`src/rtl/axi4_stream_writer.sv`:
```
`default_nettype none
// ============================================================================
//  Module   : axi4_stream_writer
//  Purpose  : Write-DMA stage. Accepts a (base address, beat count) command
//             plus a 64-bit data stream and writes it to memory over an AXI4
//             master port as INCR bursts of at most BURST_MAX beats, never
//             crossing a 4 KB boundary. One burst outstanding at a time.
//  Revision : 1.0 - initial release
// ============================================================================
module axi4_stream_writer #(
    parameter int         BURST_MAX = 16,
    parameter logic [3:0] AXI_ID    = 4'd0
) (
    input  logic        clk,
    input  logic        rst_n,
    // command
    input  logic        cmd_valid,
    output logic        cmd_ready,
    input  logic [31:0] cmd_addr,
    input  logic [15:0] cmd_beats,
    // data stream
    input  logic        s_valid,
    output logic        s_ready,
    input  logic [63:0] s_data,
    input  logic [7:0]  s_strb,
    // status
    output logic        busy,
    output logic        done,
    output logic        err,
    // AXI4 write address
    input  logic        m_axi_awready,
    output logic        m_axi_awvalid,
    output logic [31:0] m_axi_awaddr,
    output logic [3:0]  m_axi_awid,
    output logic [7:0]  m_axi_awlen,
    output logic [2:0]  m_axi_awsize,
    output logic [1:0]  m_axi_awburst,
    // AXI4 write data
    input  logic        m_axi_wready,
    output logic        m_axi_wvalid,
    output logic [63:0] m_axi_wdata,
    output logic [7:0]  m_axi_wstrb,
    output logic        m_axi_wlast,
    // AXI4 write response
    output logic        m_axi_bready,
    input  logic        m_axi_bvalid,
    input  logic [1:0]  m_axi_bresp,
    input  logic [3:0]  m_axi_bid,
    // AXI4 read address (unused)
    output logic [3:0]  m_axi_arid,
    output logic [31:0] m_axi_araddr,
    output logic [7:0]  m_axi_arlen,
    output logic [2:0]  m_axi_arsize,
    output logic [1:0]  m_axi_arburst,
    output logic        m_axi_arlock,
    output logic [3:0]  m_axi_arcache,
    output logic [2:0]  m_axi_arprot,
    output logic [3:0]  m_axi_arqos,
    output logic        m_axi_arvalid,
    input  logic        m_axi_arready,
    // AXI4 read data (unused)
    input  logic [3:0]  m_axi_rid,
    input  logic [63:0] m_axi_rdata,
    input  logic [1:0]  m_axi_rresp,
    input  logic        m_axi_rlast,
    input  logic        m_axi_rvalid,
    output logic        m_axi_rready
);

    localparam logic [9:0] c_burst_max = 10'(BURST_MAX);

    typedef enum logic [2:0] {
        ST_IDLE = 3'd0,
        ST_AW   = 3'd1,
        ST_W    = 3'd2,
        ST_B    = 3'd3,
        ST_DONE = 3'd4
    } state_t;

    state_t      r_state;
    state_t      w_state_nxt;

    logic [31:0] r_addr;        // address of the current burst (8-byte aligned)
    logic [15:0] r_remaining;   // beats still to write, including current burst
    logic [8:0]  r_n;           // beats in the current burst (1..256)
    logic [7:0]  r_beat;        // beats already transferred in the current burst
    logic        r_busy;
    logic        r_done;
    logic        r_err;

    logic [8:0]  w_n_minus1;
    logic [7:0]  w_awlen;
    logic        w_beat_fire;
    logic        w_last_beat;
    logic [31:0] w_addr_nxt;
    logic [15:0] w_remaining_nxt;
    logic        w_unused;

    // Burst length = min(remaining, BURST_MAX, beats left before the 4 KB page end).
    // The page distance is taken from the doubleword index within the page.
    function automatic logic [8:0] f_burst_beats(input logic [8:0]  dw_in_page,
                                                 input logic [15:0] remaining);
        logic [9:0] v_to_4k;
        logic [9:0] v_cap;
        v_to_4k = 10'd512 - {1'b0, dw_in_page};
        v_cap   = (v_to_4k < c_burst_max) ? v_to_4k : c_burst_max;
        if ({6'd0, v_cap} < remaining)
            return v_cap[8:0];
        else
            return remaining[8:0];
    endfunction

    assign w_n_minus1      = r_n - 9'd1;
    assign w_awlen         = w_n_minus1[7:0];
    assign w_beat_fire     = (r_state == ST_W) && s_valid && m_axi_wready;
    assign w_last_beat     = (r_beat == w_awlen);
    assign w_addr_nxt      = r_addr + {20'd0, r_n, 3'b000};
    assign w_remaining_nxt = r_remaining - {7'd0, r_n};

    // State register
    always_ff @(posedge clk or negedge rst_n) begin
        if (!rst_n)
            r_state <= ST_IDLE;
        else
            r_state <= w_state_nxt;
    end

    // Next-state logic and handshake outputs
    always_comb begin
        w_state_nxt   = r_state;
        cmd_ready     = 1'b0;
        m_axi_awvalid = 1'b0;
        m_axi_wvalid  = 1'b0;
        m_axi_wlast   = 1'b0;
        s_ready       = 1'b0;
        m_axi_bready  = 1'b0;
        case (r_state)
            ST_IDLE: begin
                cmd_ready = 1'b1;
                if (cmd_valid)
                    w_state_nxt = (cmd_beats != 16'd0) ? ST_AW : ST_DONE;
            end
            ST_AW: begin
                m_axi_awvalid = 1'b1;
                if (m_axi_awready)
                    w_state_nxt = ST_W;
            end
            ST_W: begin
                m_axi_wvalid = s_valid;
                s_ready      = m_axi_wready;
                m_axi_wlast  = w_last_beat;
                if (w_beat_fire && w_last_beat)
                    w_state_nxt = ST_B;
            end
            ST_B: begin
                m_axi_bready = 1'b1;
                if (m_axi_bvalid)
                    w_state_nxt = (w_remaining_nxt == 16'd0) ? ST_DONE : ST_AW;
            end
            ST_DONE: begin
                w_state_nxt = ST_IDLE;
            end
            default: begin
                w_state_nxt = ST_IDLE;
            end
        endcase
    end

    // Command datapath: address/remaining bookkeeping, burst sizing and status flags
    always_ff @(posedge clk or negedge rst_n) begin
        if (!rst_n) begin
            r_addr      <= 32'd0;
            r_remaining <= 16'd0;
            r_n         <= 9'd1;
            r_beat      <= 8'd0;
            r_busy      <= 1'b0;
            r_done      <= 1'b0;
            r_err       <= 1'b0;
        end else begin
            r_done <= (r_state == ST_DONE);
            case (r_state)
                ST_IDLE: begin
                    if (cmd_valid) begin
                        r_addr      <= {cmd_addr[31:3], 3'b000};
                        r_remaining <= cmd_beats;
                        r_n         <= f_burst_beats(cmd_addr[11:3], cmd_beats);
                        r_err       <= 1'b0;
                        r_busy      <= 1'b1;
                    end
                end
                ST_AW: begin
                    r_beat <= 8'd0;
                end
                ST_W: begin
                    if (w_beat_fire)
                        r_beat <= r_beat + 8'd1;
                end
                ST_B: begin
                    if (m_axi_bvalid) begin
                        r_err       <= r_err | (m_axi_bresp != 2'b00);
                        r_addr      <= w_addr_nxt;
                        r_remaining <= w_remaining_nxt;
                        r_n         <= f_burst_beats(w_addr_nxt[11:3], w_remaining_nxt);
                    end
                end
                ST_DONE: begin
                    r_busy <= 1'b0;
                end
                default: begin
                end
            endcase
        end
    end

    assign busy          = r_busy;
    assign done          = r_done;
    assign err           = r_err;

    assign m_axi_awaddr  = r_addr;
    assign m_axi_awlen   = w_awlen;
    assign m_axi_awid    = AXI_ID;
    assign m_axi_awsize  = 3'b011;
    assign m_axi_awburst = 2'b01;

    assign m_axi_wdata   = s_data;
    assign m_axi_wstrb   = s_strb;

    // Read channel is never used
    assign m_axi_arid    = 4'd0;
    assign m_axi_araddr  = 32'd0;
    assign m_axi_arlen   = 8'd0;
    assign m_axi_arsize  = 3'd0;
    assign m_axi_arburst = 2'd0;
    assign m_axi_arlock  = 1'b0;
    assign m_axi_arcache = 4'd0;
    assign m_axi_arprot  = 3'd0;
    assign m_axi_arqos   = 4'd0;
    assign m_axi_arvalid = 1'b0;
    assign m_axi_rready  = 1'b0;

    assign w_unused = &{1'b0, cmd_addr[2:0], m_axi_bid, m_axi_arready, m_axi_rid,
                        m_axi_rdata, m_axi_rresp, m_axi_rlast, m_axi_rvalid, w_n_minus1[8]};

endmodule
`default_nettype wire

```
`config.mk`:
```
export PLATFORM = sky130hd
export DESIGN_NAME = axi4_stream_writer
export DESIGN_NICKNAME = d
export VERILOG_FILES = /design/src/rtl/axi4_stream_writer.sv
export SDC_FILE = /design/constraint.sdc
export NUM_CORES = 1
export LEC_CHECK = 0
export CELL_PAD_IN_SITES_DETAIL_PLACEMENT = 0
export CELL_PAD_IN_SITES_GLOBAL_PLACEMENT = 1
export CORE_MARGIN = 2
export CORE_UTILIZATION = 27
export CTS_BUF_LIST = sky130_fd_sc_hd__clkbuf_4 sky130_fd_sc_hd__clkbuf_8
export DETAILED_ROUTE_END_ITERATION = 10
export GPL_ROUTABILITY_DRIVEN = 1
export PLACE_DENSITY_LB_ADDON = 0.2
export SYNTH_ARGS = -nofsm -noshare
export SYNTH_HDL_FRONTEND = slang
export SYNTH_SLANG_ARGS = --single-unit
```
`constraint.sdc`:
```
create_clock -name clk -period 5.3 [get_ports clk]
set_clock_uncertainty 0.05 [all_clocks]
set_input_delay 1.325 -clock clk [delete_from_list [all_inputs] [get_ports clk]]
set_output_delay 1.325 -clock clk [all_outputs]
set_load 0.01 [all_outputs]
```
== Word level (Yosys, flattened, before mapping) ==
Index checks and enable logic that the tools add are counted.
Storage, ports and cells
  flip-flop bits (word level): 71
  latch bits: 0
  bits in writable memories: 0
  ROM bits: 0
  input port bits: 206
  output and inout bits: 193
  memories kept: 0
Cells by class
  add/sub/neg operators: 6
  $mul: 0
  div/mod/pow operators: 0
  $lt $le $gt $ge: 4
  equality and inequality tests: 10
  shift operators: 0
  multiplexer cells: 33
  bitwise operators: 1
  reductions and logical operators: 14
Operators with widths (number)
  $mux W32: 2
  $pmux W32 S2: 1
  $mux W9: 4
  $add A32 B12 Y32: 1
  $lt A10 B16 Y1: 2
  $mux W16: 2
  $pmux W16 S2: 1
  $lt A10 B5 Y1 const B: 2
  $mux W10: 2
  $sub A10 B9 Y10 const A: 2
  $mux W3: 6
  $pmux W9 S2: 1
  $logic_not A16 Y1: 1
  $pmux W8 S2: 1
  $reduce_bool A16 Y1: 1
  $sub A16 B9 Y16: 1
  $pmux W3 S4: 1
  $mux W1: 9
  $add A8 B1 Y8 const B: 1
  $eq A8 B8 Y1: 1
  $mux W8: 1
  $ne A2 B2 Y1 const B: 4
  $reduce_bool A2 Y1: 4
  $sub A8 B1 Y8 const B: 1
  11 further kinds: 16

== Depth between registers and ports, before layout ==
Gate-level depths: netlist of the first run.
  depth after elaboration: 8
  gate-level depth with buffers: 18
  gate-level depth less buffers: 17

== Least setup slack after synthesis of the first run ==
No wires, ideal clock.
  path kind: reg2reg
  start: register r_addr[3] (netlist: m_axi_awaddr[3])
  end: register r_n[4]
  library setup time: 92 ps
  data arrival time: 4062 ps
  required time: 5158 ps
  slack: 1096 ps
  cell stages (with the launch flop): 18
  path buffers: 1
  path through: dfrtp_1 ha_1 fa_1 a211oi_1 nor2_1 xnor2_1 xor2_1 o211ai_1 ha_1 a21o_1 a21o_1 a21o_1 a2111oi_0 o21ai_0 nand2b_2 buf_6 and4_4 o31ai_2
Between the ends
  word-level cells in the longest chain between the ends: 8
Ends and longest elaborated chain
  start, declared: RTL line 83  | logic [31:0] r_addr;
  start signal, assigned: RTL line 184  | r_addr <= {cmd_addr[31:3], 3'b000};
  start signal, assigned: RTL line 201  | r_addr <= w_addr_nxt;
  $add A32 B12 Y32 *: RTL line 117  | assign w_addr_nxt = r_addr + {20'd0, r_n, 3'b000};
  $sub A10 B9 Y10 *: RTL line 105  | v_to_4k = 10'd512 - {1'b0, dw_in_page};
  $lt A10 B5 Y1: RTL line 106  | v_cap = (v_to_4k < c_burst_max) ? v_to_4k : c_burst_max;
  $mux W10 *: RTL line 106
  $lt A10 B16 Y1: RTL line 107  | if ({6'd0, v_cap} < remaining)
  $mux W9 *: RTL line 107
  $mux W9 *: RTL line 199  | if (m_axi_bvalid) begin
  $pmux W9 S2 *: RTL line 181  | case (r_state)
  end signal, assigned: RTL line 186  | r_n <= f_burst_beats(cmd_addr[11:3], cmd_beats);
  end signal, assigned: RTL line 203  | r_n <= f_burst_beats(w_addr_nxt[11:3], w_remaining_nxt);
  end, declared: RTL line 85  | logic [8:0] r_n;
Mark *: on every way between the ends. The rest lies on a longest branch, timed or not. The select of a mux whose other input is x is not followed.
A chain may end at the register's enable or synchronous reset.

== Worst setup path in the final report of the first run ==
  start: register r_n[0]
  end: register r_n[4]
Between the ends
  word-level cells in the longest chain between the ends: 8
  elaborated cells between the ends (all ways): 9
  those cells by class: add/sub: 3; order compare: 2; mux: 4
Ends and longest elaborated chain (RTL line)
  $add A32 B12 Y32: 117
  $sub A10 B9 Y10: 105
  $lt A10 B5 Y1: 106
  $mux W10: 106
  $lt A10 B16 Y1: 107
  $mux W9 *: 107
  $mux W9 *: 199
  $pmux W9 S2 *: 181
Marked as above.

==> run metrics, run 1 <==
Chip Width about 160 um; Max Freq 201.3 MHz; largest net degree at the start of global routing 69; CP required 5.54 ns; Async S/R FF share, synth 100.0%; DR DRC count 0; Synth Area per Inst between 8 and 9 sq um; Skew-Pair Late Insertion Delay about 0.38 ns; Post-synth EDFFs 0; dominant synthesized flop cell dfrtp_1; Clock transition at path regs approximately 0.10 ns; fin crit share around 94%; relative slew slack 33.60%; Synth Register Bits 68; Slowest cell on crit path a2111oi_1; Post-Synth Simple-Gate Area between 15 and 20%; WP data arrival approximately 5.2 ns; # rows 57; crit end category flop; Power Density 654.3 nW/um^2; Total GRT Usage about 16%; setup_tns 0 ns; Synth top cells by count 148 x buf_4, 67 x dfrtp_1, 51 x nand2_1, 51 x o21ai_0, 47 x nor2_1; Synth Area in Adders around 8.1%; largest family of logic cells by synthesized area compound AO/OA/AOI/OAI gates; status finished clean; Yosys top cell by area dfrtp_1; Synth top area share between 20% and 30%; layout cells sized above 1 7.766%; cell internal pwr approximately 2400 uW; Gate power share 70.4%; VDD IR max 0.2086 mV; post-DP HPWL roughly 16,000 um; CTS Root Cell clkbuf_8; vias per inst just under 5; routed wire length about 21,000 um; Post-Synth XOR/XNOR Area 4.957%; IO Count between 300 and 400; Reg power frac approximately a fifth; Die Y about 160 um; CTS Sinks 68; CTS Hold Buffers Added 0; CTS H-tree lvls 3; worst hold path class flop to flop; die area around 26,000 sq um; Fin. Hold Viols 0; reg2reg setup slack roughly 0.33 ns; Worst-Margin Slew around 1.0 ns; synth warn 0; max-cap viol count 0; Clk pwr share a little under a tenth; Total Power 4888 uW; fin crit period 4.968 ns; CTS Buffer Depth 2; post-synthesis compound-gate area fraction a little over a fifth; routed vias ~5,700; RSZ-0062 raised after global routing false; post-synth cell types 82; gr ovfl total 0; Num CTS Buffers 9; Initial Utilization ~28%; Post-Synthesis Cells about 800; Seq/Total Area, Yosys about 25%; worst path bufs/invs 0; Switching Fraction around half; CTS tree done; CP dominant cell by count a21o_1; top-count cell post-synth buf_4; ANT nets after route 0; DR iter-0 viols between 300 and 400; CP max stage delay approximately 0.51 ns; first-pass GRT wire length ~33,000 um; top post-synthesis cells by area dfrtp_1 25%, buf_4 17%, ha_1 7.5%; Cell Area, Synth ~6700 sq um; first-pass detailed-route iteration total 7; vias in the first global route ~5,600; Max Transition Viols Final 0; CP top delay family compound AO/OA/AOI/OAI gates; core area ~24,000 sq um; routability congestion estimate about 0.8; leakage power roughly 0.0032 uW; Post-CTS Setup Bufs 0; Cell Chain, Critical Path ha_1 -> fa_1 -> a211oi_1 -> nor2_1 -> xnor2_1 -> xor2_1 -> o211ai_1 -> ha_1 -> a21o_1 -> a21o_1 -> a21o_1 -> a2111oi_1 -> o21ai_0 -> nand2b_2 -> and4_4 -> o31ai_2; startpoint types flop; area delta synth->final 11.27%; mux share of post-synthesis cell area about 1.3%; Critical Path Fanout Max 8; # diodes 0; nets ~1,100; # setup viols final 0; Psw approximately 2500 uW; PostCTS Resize Cnt 0; initial antenna violation count 0; port bufs between 90 and 100; WL per Instance between 15 and 20 um; crit path kind flop to flop
power groups by stage:
stage	clock [uW]	combinational [uW]	sequential, uW
after detailed placement	0	3400	992
after floorplan	0	2410	939
after CTS	476	3430	983
after global routing	504	3810	1020
after global placement	0	3410	991
final	464	3440	981
worst min-delay path, cell delays in order, from the launching register on:
cell	delay (ns)
dfrtp_1	0.36
nand2_1	0.05
o21ai_0	0.06
cell families after synthesis:
family | after synthesis
AND/OR/NAND/NOR | 227
buffers and inverters | 214
AO/OA/AOI/OAI | 203
flip-flops | 68
adder cells (fa/ha/maj) | 42
XOR/XNOR | 38
multiplexers | 8
other | 2
final cells by class:
type | count | area [sq um]
Clock buffer | 10 | 131.4
Clock inverter | 6 | 66.31
Fill cell | 2645 | 16920
Inverter | 38 | 142.6
Multi-Input combinational cell | 603 | 3936
Sequential cell | 68 | 1703
Tap cell | 324 | 405.4
Timing Repair Buffer | 112 | 1086
worst paths after layout:
kind,startpoint,to,cells past startpoint
max,r_n[0],r_n[4],16
min,r_remaining[7],r_remaining[7],2
max reg2reg,r_n[0],r_n[4],16
min reg2reg,r_remaining[7],r_remaining[7],2
max in group asynchronous,rst_n,m_axi_awaddr[30],1
min in group asynchronous,rst_n,r_beat[6],1
metal layers:
layer / routed length [um] / track usage, % / part of all wire [%] / vias to the layer above
met1: 10380 / 23.67 / 48 / 2770
met4: 425 / 4.706 / 2.0 / 0
met2: 9489 / 25.33 / 44 / 179
met5: 0 / 0 / 0 / -
li1: - / - / - / 2742
met3: 1176 / 2.962 / 5.5 / 35
state kept, by name, indices dropped and copies added, names as in the netlist:
name          flops
done              1
err               1
busy              1
r_beat            8
r_n               9
m_axi_awaddr     29
r_remaining      16
r_state           3
metrics by stage:
| step | std cells | setup slack (ns) | hold WS [ns] | util [%] | instance area [sq um] |
|---|---|---|---|---|---|
| final | 1161 | 0.3323 | 0.4538 | 30.63 | 7471 |
| after global routing | 1161 | 0.05635 | 0.4845 | 30.63 | 7471 |
| after CTS | 1161 | 0.3413 | 0.4602 | 30.62 | 7470 |
| after detailed placement | 1145 | 0.2374 | 0.4387 | 29.81 | 7272 |
| after global placement | 1145 | 0.2328 | 0.4351 | 29.81 | 7272 |
| after floorplan | 885 | 1.096 | 0.4063 | - | 7025 |
layout by cell type (no fill, tap or decap), drive strengths merged, types with 11 or more instances in the layout:
cell / netlist / final
clkdlybuf4s50: 0 / 98
conb: 2 / 85
dfrtp: 67 / 67
o21ai: 53 / 53
nand2: 52 / 52
nor2: 48 / 48
ha: 40 / 40
inv: 38 / 38
a21oi: 29 / 29
nor3: 23 / 23
xor2: 20 / 20
nand3: 19 / 19
xnor2: 18 / 18
and3: 16 / 16
a221o: 14 / 14
a22oi: 14 / 14
buf: 153 / 14
a21o: 13 / 13
a31oi: 12 / 12
nor4: 11 / 11
o311ai: 11 / 11
Note: power is estimated with default switching activity, not from simulation.
==> run 2: changes to the inputs <==
- CORE_MARGIN: 2 -> default
==> run metrics, run 2 (synthesized netlist as in run 1, its figures left out) <==
# diodes 0; Hold Path Origin r_remaining[6]; most frequent cells in the layout 98 x clkdlybuf4s50_1, 85 x conb_1, 67 x dfrtp_1; # setup viols final 0; gr ovfl total 0; largest net degree at the start of global routing 45; DP Cell Count 1,147; CTS H-tree lvls 3; worst hold path class flop to flop; reg2reg setup slack approximately 0.6 ns; Crit Reg-Reg Startpoint r_n[0]; IO Count 399; Layout Cells excl Fill between 1,000 and 1,500; Max Freq roughly 210 MHz; area delta synth->final 11.57%; WL per Instance around 18 um; routability congestion estimate between 0.8 and 0.9; Total GRT Usage between 10% and 20%; layout cells sized above 1 under 10%; core area 24,320 sq um; DR iter-0 viols approximately 320; routed vias around 5,700; # rows between 50 and 60; WP data arrival 4.95 ns; RR Endpoint r_n[4]; Chip Width between 150 and 200 um; leakage power 0.003195 uW; Initial Utilization roughly 28%; port bufs slightly below 100; die area 25,500 sq um; max reg flops 29; hold_ws roughly 0.45 ns; Hold Crit Depth 2; first-pass GRT wire length 32,350 um; Clock transition at path regs around 0.090 ns; initial antenna violation count 0; CTS tree done; DR DRC count 0; CTS Buffer Depth 2; routed wire length approximately 21,000 um; startpoint types flop; commonest non-fill, non-tap cell in the layout clkdlybuf4s50_1; max-cap viol count 0; fin crit share ~89%; Critical Path Fanout Max 8; CTS Sinks 68; relative slew slack between 50% and 60%; Max Transition Viols Final 0; Die Y ~160 um; ANT nets after route 0; fin crit period roughly 4.7 ns; Fin. Hold Viols 0; post-DP HPWL 15,500 um; CP required 5.54 ns; Power Density around 650 nW/um^2; Post-CTS Setup Bufs 0; nets approximately 1,100; vias per inst ~4.9; RSZ-0062 raised after global routing false; status finished clean; first-pass detailed-route iteration total 5; Skew-Pair Late Insertion Delay approximately 0.38 ns; crit path kind flop to flop; PostCTS Resize Cnt 0; VDD IR max approximately 0.23 mV; CTS Hold Buffers Added 0; r2r worst-path depth 16; Num CTS Buffers 9; crit end category flop; Worst Hold Path EP r_remaining[6]; setup_tns 0 ns; vias in the first global route roughly 5,300; Worst-Margin Slew 0.7234 ns; CTS Root Cell clkbuf_8; post-route core utilization a little under a third
[run 2: stage by stage]
stage / power [uW] / setup WS (ns) / cell area (sq um)
floorplan: 3349 / 1.096 / 7025
global placement: 4376 / 0.2770 / 7281
detailed placement: 4363 / 0.2993 / 7281
CTS: 4877 / 0.6058 / 7491
global route: 5297 / 0.3119 / 7491
finish: 4868 / 0.5950 / 7491
[run 2: report_power, final]
part | switching, uW | internal [uW] | leakage [uW]
combinational | 2000 | 1410 | 0.00224
sequential | 254 | 727 | 0.000849
clock | 239 | 244 | 0.000102
total | 2490 | 2380 | 0.00319
[run 2: layout make-up]
cell class / instances / area [sq um]
fillers: 2657 / 16830
clock inverters: 5 / 58.81
flip-flops and latches: 68 / 1703
repair buffers: 114 / 1101
inverters: 38 / 142.6
multi-input cells: 603 / 3929
clock buffers: 11 / 151.4
well taps: 324 / 405.4
[run 2: worst max path at each step]
stage	depth (start not counted)	from	end
global route	16	r_n[0]	r_n[4]
CTS	16	r_n[0]	r_n[4]
finish	16	r_n[0]	r_n[4]
global placement	16	cmd_addr[4]	r_n[1]
detailed placement	16	cmd_addr[4]	r_n[1]
floorplan	17	m_axi_awaddr[3]	r_n[4]
[run 2: routing by layer]
metal / GRT usage [%] / vias up / wire length, um
li1: - / 2739 / -
met1: 23.02 / 2717 / 9975
met2: 25.84 / 162 / 9388
met3: 2.779 / 36 / 916
met4: 5.245 / 0 / 468
met5: 0 / - / 0
[run 2: critical path: stages, from the launching register on]
cell and delay (ns):
dfstp_2 0.44, ha_1 0.24, fa_1 0.45, a211oi_1 0.32, nor2_1 0.11, xnor2_1 0.34, xor2_1 0.31, o211ai_1 0.22
ha_1 0.23, a21o_1 0.17, a21o_1 0.17, a21o_1 0.18, a2111oi_0 0.45, o21ai_0 0.18, nand2b_2 0.32, and4_4 0.25
o31ai_2 0.19
==> run 3: changes to the inputs <==
- CTS_CLUSTER_DIAMETER: default -> 120
==> results of run 3 <==
The final DEF is identical to that of run 2; final timing and power are the same.
